File: src/rtl/mul_issue_wb_unit_pkg.sv
// Shared definitions for the RV32M multiply issue/writeback wrapper.
//   - op encoding (funct3[1:0])
//   - default multiplier latency
//   - tag delay-line entry layout and field widths
//   - correction-term helper for the unsigned-operand high-half ops
package mul_issue_wb_unit_pkg;

    typedef enum logic [1:0] {
        MUL_OP_MUL    = 2'b00,
        MUL_OP_MULH   = 2'b01,
        MUL_OP_MULHSU = 2'b10,
        MUL_OP_MULHU  = 2'b11
    } mul_op_e;

    localparam int MUL_LATENCY_DEFAULT = 9;
    localparam int TAG_RD_W            = 5;
    localparam int TAG_CORR_W          = 32;

    typedef struct packed {
        logic                  valid;
        logic [1:0]            op;
        logic [TAG_RD_W-1:0]   rd;
        logic [TAG_CORR_W-1:0] corr;
    } tag_t;

    // The multiplier always treats both operands as signed. An operand with
    // bit 31 set that should have been unsigned is short by 2^32 * other,
    // which lands entirely in the high word; adding the other operand back
    // into the high word fixes it.
    function automatic logic [TAG_CORR_W-1:0] calc_corr(
        input logic [1:0]  op,
        input logic [31:0] rs1,
        input logic [31:0] rs2
    );
        logic [TAG_CORR_W-1:0] corr;
        corr = '0;
        case (op)
            MUL_OP_MULHU:  corr = (rs1[31] ? rs2 : 32'd0) + (rs2[31] ? rs1 : 32'd0);
            MUL_OP_MULHSU: corr = rs2[31] ? rs1 : 32'd0;
            default:       corr = '0;
        endcase
        return corr;
    endfunction

endpackage

File: src/rtl/mul_issue_wb_unit_tag_pipe.sv
// mul_tag_pipe: fixed-depth shift register of {valid, op, rd, corr} tags that
// travels alongside the multiplier pipeline. Shifts every clock (no stall).
// Ports:
//   clk, rst            clock, async active-high reset
//   flush               synchronous clear of every valid bit
//   in_valid/op/rd/corr entry 0 load values
//   out_valid/op/rd/corr last entry (aligned with the multiplier output)
//   any_valid           OR of all valid bits
module mul_tag_pipe
    import mul_issue_wb_unit_pkg::*;
#(
    parameter int DEPTH = MUL_LATENCY_DEFAULT
) (
    input  logic                  clk,
    input  logic                  rst,
    input  logic                  flush,
    input  logic                  in_valid,
    input  logic [1:0]            in_op,
    input  logic [TAG_RD_W-1:0]   in_rd,
    input  logic [TAG_CORR_W-1:0] in_corr,
    output logic                  out_valid,
    output logic [1:0]            out_op,
    output logic [TAG_RD_W-1:0]   out_rd,
    output logic [TAG_CORR_W-1:0] out_corr,
    output logic                  any_valid
);

    tag_t pipe [DEPTH];

    always_ff @(posedge clk or posedge rst) begin
        if (rst) begin
            for (int i = 0; i < DEPTH; i++) begin
                pipe[i] <= '0;
            end
        end else begin
            pipe[0].valid <= in_valid & ~flush;
            pipe[0].op    <= in_op;
            pipe[0].rd    <= in_rd;
            pipe[0].corr  <= in_corr;
            for (int i = 1; i < DEPTH; i++) begin
                pipe[i].valid <= pipe[i-1].valid & ~flush;
                pipe[i].op    <= pipe[i-1].op;
                pipe[i].rd    <= pipe[i-1].rd;
                pipe[i].corr  <= pipe[i-1].corr;
            end
        end
    end

    always_comb begin
        any_valid = 1'b0;
        for (int i = 0; i < DEPTH; i++) begin
            any_valid = any_valid | pipe[i].valid;
        end
    end

    assign out_valid = pipe[DEPTH-1].valid;
    assign out_op    = pipe[DEPTH-1].op;
    assign out_rd    = pipe[DEPTH-1].rd;
    assign out_corr  = pipe[DEPTH-1].corr;

endmodule

File: src/rtl/mul_issue_wb_unit.sv
// mul_issue_wb_unit: issue/writeback wrapper around an external fully
// pipelined signed 32x32 multiplier. Tracks in-flight ops in a tag pipe of
// MUL_LATENCY entries, applies the MULHSU/MULHU high-word correction and
// registers the result onto the writeback port.
// Ports:
//   clk, rst                          clock, async active-high reset
//   issue_valid/ready/op/rs1/rs2/rd   issue handshake (ready = ~flush)
//   flush                             kill all in-flight ops
//   mul_a, mul_b                      operands to the multiplier (pass-through)
//   mul_p                             signed 64-bit product from the multiplier
//   wb_valid, wb_rd, wb_data          registered writeback
//   busy                              any op in flight or writing back
module mul_issue_wb_unit
    import mul_issue_wb_unit_pkg::*;
#(
    parameter int MUL_LATENCY = MUL_LATENCY_DEFAULT
) (
    input  logic        clk,
    input  logic        rst,
    input  logic        issue_valid,
    output logic        issue_ready,
    input  logic [1:0]  issue_op,
    input  logic [31:0] issue_rs1,
    input  logic [31:0] issue_rs2,
    input  logic [4:0]  issue_rd,
    input  logic        flush,
    output logic [31:0] mul_a,
    output logic [31:0] mul_b,
    input  logic [63:0] mul_p,
    output logic        wb_valid,
    output logic [4:0]  wb_rd,
    output logic [31:0] wb_data,
    output logic        busy
);

    logic                  accept;
    logic [TAG_CORR_W-1:0] issue_corr;
    logic                  tail_valid;
    logic [1:0]            tail_op;
    logic [TAG_RD_W-1:0]   tail_rd;
    logic [TAG_CORR_W-1:0] tail_corr;
    logic                  pipe_busy;
    logic [31:0]           result;

    assign issue_ready = ~flush;
    assign accept      = issue_valid & issue_ready;
    assign mul_a       = issue_rs1;
    assign mul_b       = issue_rs2;
    assign issue_corr  = calc_corr(issue_op, issue_rs1, issue_rs2);

    mul_tag_pipe #(
        .DEPTH (MUL_LATENCY)
    ) u_tag_pipe (
        .clk       (clk),
        .rst       (rst),
        .flush     (flush),
        .in_valid  (accept),
        .in_op     (issue_op),
        .in_rd     (issue_rd),
        .in_corr   (issue_corr),
        .out_valid (tail_valid),
        .out_op    (tail_op),
        .out_rd    (tail_rd),
        .out_corr  (tail_corr),
        .any_valid (pipe_busy)
    );

    always_comb begin
        result = mul_p[63:32];
        case (tail_op)
            MUL_OP_MUL:    result = mul_p[31:0];
            MUL_OP_MULH:   result = mul_p[63:32];
            MUL_OP_MULHSU,
            MUL_OP_MULHU:  result = mul_p[63:32] + tail_corr;
            default:       result = mul_p[63:32];
        endcase
    end

    always_ff @(posedge clk or posedge rst) begin
        if (rst) begin
            wb_valid <= 1'b0;
            wb_rd    <= '0;
            wb_data  <= '0;
        end else begin
            wb_valid <= tail_valid & ~flush;
            // Data only moves on a real completion so idle noise on mul_p
            // never shows up on the writeback bus.
            if (tail_valid & ~flush) begin
                wb_rd   <= tail_rd;
                wb_data <= result;
            end
        end
    end

    assign busy = pipe_busy | wb_valid;

endmodule
File: config.mk
export PLATFORM = sky130hd
export DESIGN_NAME = mul_issue_wb_unit
export DESIGN_NICKNAME = d
export VERILOG_FILES = /design/src/rtl/mul_issue_wb_unit_pkg.sv /design/src/rtl/mul_issue_wb_unit_tag_pipe.sv /design/src/rtl/mul_issue_wb_unit.sv
export SDC_FILE = /design/constraint.sdc
export NUM_CORES = 1
export LEC_CHECK = 0
export BUFFER_PORTS_ARGS = -buffer_cell sky130_fd_sc_hd__buf_2
export CAP_MARGIN = 10
export CORE_UTILIZATION = 44
export CTS_CLUSTER_DIAMETER = 30
export DETAILED_ROUTE_END_ITERATION = 6
export GPL_ROUTABILITY_DRIVEN = 0
export PLACE_DENSITY_LB_ADDON = 0.05
export SETUP_SLACK_MARGIN = 0.3
export SYNTH_ARGS = -nofsm -noshare
export SYNTH_HDL_FRONTEND = slang
export SYNTH_SLANG_ARGS = --single-unit
File: constraint.sdc
create_clock -name clk -period 12.7 [get_ports clk]
set_input_delay 2.54 -clock clk [delete_from_list [all_inputs] [get_ports clk]]
set_output_delay 2.54 -clock clk [all_outputs]
set_load 0.01 [all_outputs]
# Word level (Yosys, flattened, before mapping)
# Index checks and enable logic that the tools add are counted.
[classes] bitwise=21 n_eq_ne=5 order_cmp=0 multipliers=0 div=0 n_mux=4 reduce_logical=2 n_shift=0 add_sub_neg=2
[ops] cell="$pmux W32 S3" count=1
[ops] cell="$add A32 B32 Y32" count=2
[ops] cell="$mux W32" count=2
[ops] cell="$pmux W32 S2" count=1
[ops] cell="$and A1 B1 Y1" count=11
[ops] cell="$or A1 B1 Y1" count=9
[ops] cell="$eq A2 B2 Y1 const B" count=4
[ops] cell="$eq A2 B1 Y1 const B" count=1
[ops] cell="$logic_not A2 Y1" count=1
[ops] cell="$reduce_or A2 Y1" count=1
[ops] cell="$not A1 Y1" count=1
[totals] reg_bits=398 mem_bits_ro=0 inputBits=139 memories=0 latchBits=0 mem_bits_rw=0

# Logic depth before layout (Yosys ltp)
[depth] ltp_word=9 ltp_mapped=14 depth_no_buf=13

# By module
# Synthesis repeated with hierarchy kept, for this count alone.
[unflattened] hier_cells=1322 hier_area_um2=16124.2
[modules_own_cells] module="mul_tag_pipe" seq_area_each_um2=9008.6 instances=1 cells_per_inst=413 area_each_um2=9381.5
[modules_own_cells] module="mul_issue_wb_unit" seq_area_each_um2=950.9 instances=1 cells_per_inst=909 area_each_um2=6742.7

# Least setup slack after synthesis
# No wires, ideal clock.
[synth_timing] path_type="input -> output" from="in issue_rs1[0]" to="out mul_a[0]" required_ns=10.160 arrival_time_ns=2.659 path_buffers=1 setup_slack_ns=7.501 cell_stages=1 cell_sequence="buf_4"
[synth_lines] item="start: declaration" line_no="mul_issue_wb_unit.sv:23" text="input logic [31:0] issue_rs1,"
[synth_lines] item="end: declaration" line_no="mul_issue_wb_unit.sv:27" text="output logic [31:0] mul_a,"
# No word-level cell between the ends.

# Worst setup path in the final report
[layout_timing] from="in issue_rs2[31]" to="out mul_b[31]"
[layout_lines] item="start: declaration" line_no="mul_issue_wb_unit.sv:24" text="input logic [31:0] issue_rs2,"
[layout_lines] item="end: declaration" line_no="mul_issue_wb_unit.sv:28" text="output logic [31:0] mul_b,"
# No word-level cell between the ends.

==> flow_summary.toml <==
[status]
status = "finished, final reports clean"

[timing]
grt_setup_unrepaired = "false"
max_freq_mhz = 174
worst-slew-pin-transition_ns = 1.00
setup_viol = 0
fin_worst_skew_ns = 0.0246
setup-tns-final_ns = 0
finalHoldViolCount = 0
post-route-period-util_pct = 45.2
slew_headroom_pct = 33.2
drv_slew = 0
period_needed_ns = 5.74

[logic_synthesis]
synth.net_count = 1431
synth_fa_ha_area_share_pct = 5.24
synth-simple-area-share_pct = 9.58
ys_seq_elements = 398
synth.avg_cell_area_sq_um = 12.7
synth_common_cells = "dfrtp_1 (398), nand2_1 (84), a21oi_1 (76), buf_4 (66), and2_1 (64)"
synth_area_sq_mm = 0.0156
synth-xor-area-share_pct = 2.65
netlist_instances = 1228
yosysTopAreaCell = "dfrtp_1"
synthMuxAreaShare_pct = 3.21
synth_area_leaders = "dfrtp_1 (64%), ha_1 (5.0%), buf_4 (3.2%), mux2i_1 (2.7%), and2_1 (2.6%)"
synth.most_common_cell = "dfrtp_1"
synthFlopType = "dfrtp_1"
synth_edf_count = 0
seq_area_frac_synth_pct = 64.0
synth-compound-area-share_pct = 10.7
synth.distinct_cells = 75
synth_warnings = 0
synth_top_family_by_area = "compound AO/OA/AOI/OAI gates"
synth-async-reset-ratio_pct = 100
synth_top_area_share_pct = 64.0

[clock_tree]
hold_buffers = 0
worstSkewPairLatency_ns = 0.55
cts.sinks = 398
post_cts_buffers = 0
path_clk_slew_ns = 0.05
cts_buffers = 68
cts_htree_levels = 3
cts-root-buf = "clkbuf_16"
cts.repair.resized = 0
cts_tree = "built"
clk_path_buf_depth = 3

[routing]
num_vias = 9221
drc = 0
ant_nets = 0
wire_per_inst_um = 13.9
wl_um = 27300
avgViaCountPerCell = 4.71
drtPass1Iterations = 4
drtIter0Drc = 399

[floorplanning]
rows = 68
die_area_sq_mm = 0.0361
fp.dieH_um = 190
coreArea_sq_mm = 0.0346
start_util_pct = 44.9
top_level_ports = 243
die_width_um = 190

[placement]
dp_hpwl_um = 18200
dpl_cell_area_sq_mm = 0.0168
portBuffers = 242

[worst_setup_path]
cp-end-kind = "primary output"
arrival_ns = 3.20
startpoint_type = "input pin"
crit_fanout = 33
crit_buf_inv = 2
cpPeakStageDelay_ns = 0.41
crit_slowest_cell = "buf_2"
crit_family = "buffers and inverters"
crit_required_ns = 10.16
worstSetupPathType = "input pin to primary output"
path_cells = "buf_2, buf_2"
crit_top_cell = "buf_2"

[grt]
antenna_found_initial = 0
grt_pass1_wl_um = 45700
grt_use_met3_pct = 3.58
use_met2_pct = 23.9
met1_usage_pct = 21.5
grt_pass1_vias = 9357
track_usage_pct = 15.7
busiest_layer = "met2"
grt-ovfl-total = 0
grt_max_degree = 188

[power_and_ir_drop]
ir_drop_mv = 0.107
p_leak_nw = 9.82
power_density_mw_per_mm2 = 183

[finish]
final_area_sq_mm = 0.0192
syn_to_final_growth_pct = 23.5
fillers = 2924
antenna_cells = 0
drive_gt1_share_pct = 26.9
fin_nets = 1650

[run]
drv_cap = 0

[worst_hold_path]
hold_class = "flip-flop to flip-flop"
==> final cells by class <==
class                      instances  area (sq um)  area share (%)
sequential                       398          9960            51.8
multi-input combinational        705          4870            25.4
clock buffer                      80          1860            9.68
timing repair buffer             246          1270            6.59
clock inverter                    45           574            2.99
tap                              455           569            2.96
inverter                          28           109           0.567
==> placed cells by master, fill, tap and decap left out, types with 9 or more instances in the layout <==
| cell | instances |
|---|---|
| nand2_1 | 84 |
| a21oi_1 | 76 |
| nor2_1 | 56 |
| bufinv_16 | 10 |
| dfrtp_1 | 397 |
| ha_1 | 62 |
| clkinv_2 | 10 |
| a21o_1 | 21 |
| nor3_1 | 9 |
| clkbuf_16 | 71 |
| nand2b_1 | 10 |
| mux2i_1 | 42 |
| nor2b_1 | 24 |
| o21ai_0 | 62 |
| xnor2_1 | 30 |
| clkinvlp_4 | 11 |
| and2_1 | 64 |
| xor2_1 | 17 |
| inv_1 | 26 |
| nand3_1 | 21 |
| buf_2 | 242 |
==> layer usage <==
layer,up-vias,share of wire (%)
li1,4602,-
met1,4272,48
met2,298,44
met3,49,6.2
met4,0,2.1
met5,-,0
==> path summary, 6_finish.rpt <==
path | start | end | slack, ns | cells past startpoint
min in group asynchronous | rst | u_tag_pipe.pipe[354] | 2.11 | 2
max in group asynchronous | rst | u_tag_pipe.out_op[0] | 9.13 | 3
worst max register to register | u_tag_pipe.out_corr[0] | wb_data[30] | 9.71 | 12
worst min-delay path | u_tag_pipe.pipe[94] | u_tag_pipe.pipe[54] | 0.33 | 0
worst max-delay path | issue_rs2[31] | mul_b[31] | 6.96 | 2
worst min register to register | u_tag_pipe.pipe[94] | u_tag_pipe.pipe[54] | 0.33 | 0
==> registers in the layout, summed over array words and instances, names as in the netlist <==
name                  cells
u_tag_pipe.out_corr      32
u_tag_pipe.pipe         320
u_tag_pipe.out_op         2
wb_data                  32
wb_valid                  1
wb_rd                     5
u_tag_pipe.out_valid      1
u_tag_pipe.out_rd         5
==> stage by stage <==
step | hold WS, ns | cells | util, % | power (mW) | setup slack, ns
global route | 0.334 | 1957 | 55.5 | 3.67 | 6.90
floorplan | 0.331 | 1228 | - | 1.59 | 4.80
detailed placement | 0.335 | 1832 | 48.5 | 1.66 | 6.92
global placement | 0.331 | 1832 | 48.5 | 1.66 | 6.98
CTS | 0.324 | 1957 | 55.5 | 3.56 | 6.95
finish | 0.327 | 1957 | 55.5 | 3.51 | 6.96
==> cells by family (layout without fill, tap and decap cells) <==
group                      after synthesis  in the layout
AOI/OAI and AO/OA                      248            248
xor gates and xnor gates                47             47
adders and majority gates               64             64
buffers and inverters                  125            399
DFF                                    398            398
muxes                                   49             49
and+or+nand+nor                        297            297
==> power by group <==
part | internal [mW] | leakage, nW | total (mW) | switching (mW)
registers | 1.35 | 5.22 | 1.38 | 0.0243
logic | 0.109 | 3.43 | 0.262 | 0.153
clock network | 1.26 | 1.17 | 1.87 | 0.605
total | 2.72 | 9.82 | 3.51 | 0.782
Note: power is estimated with default switching activity, not from simulation.
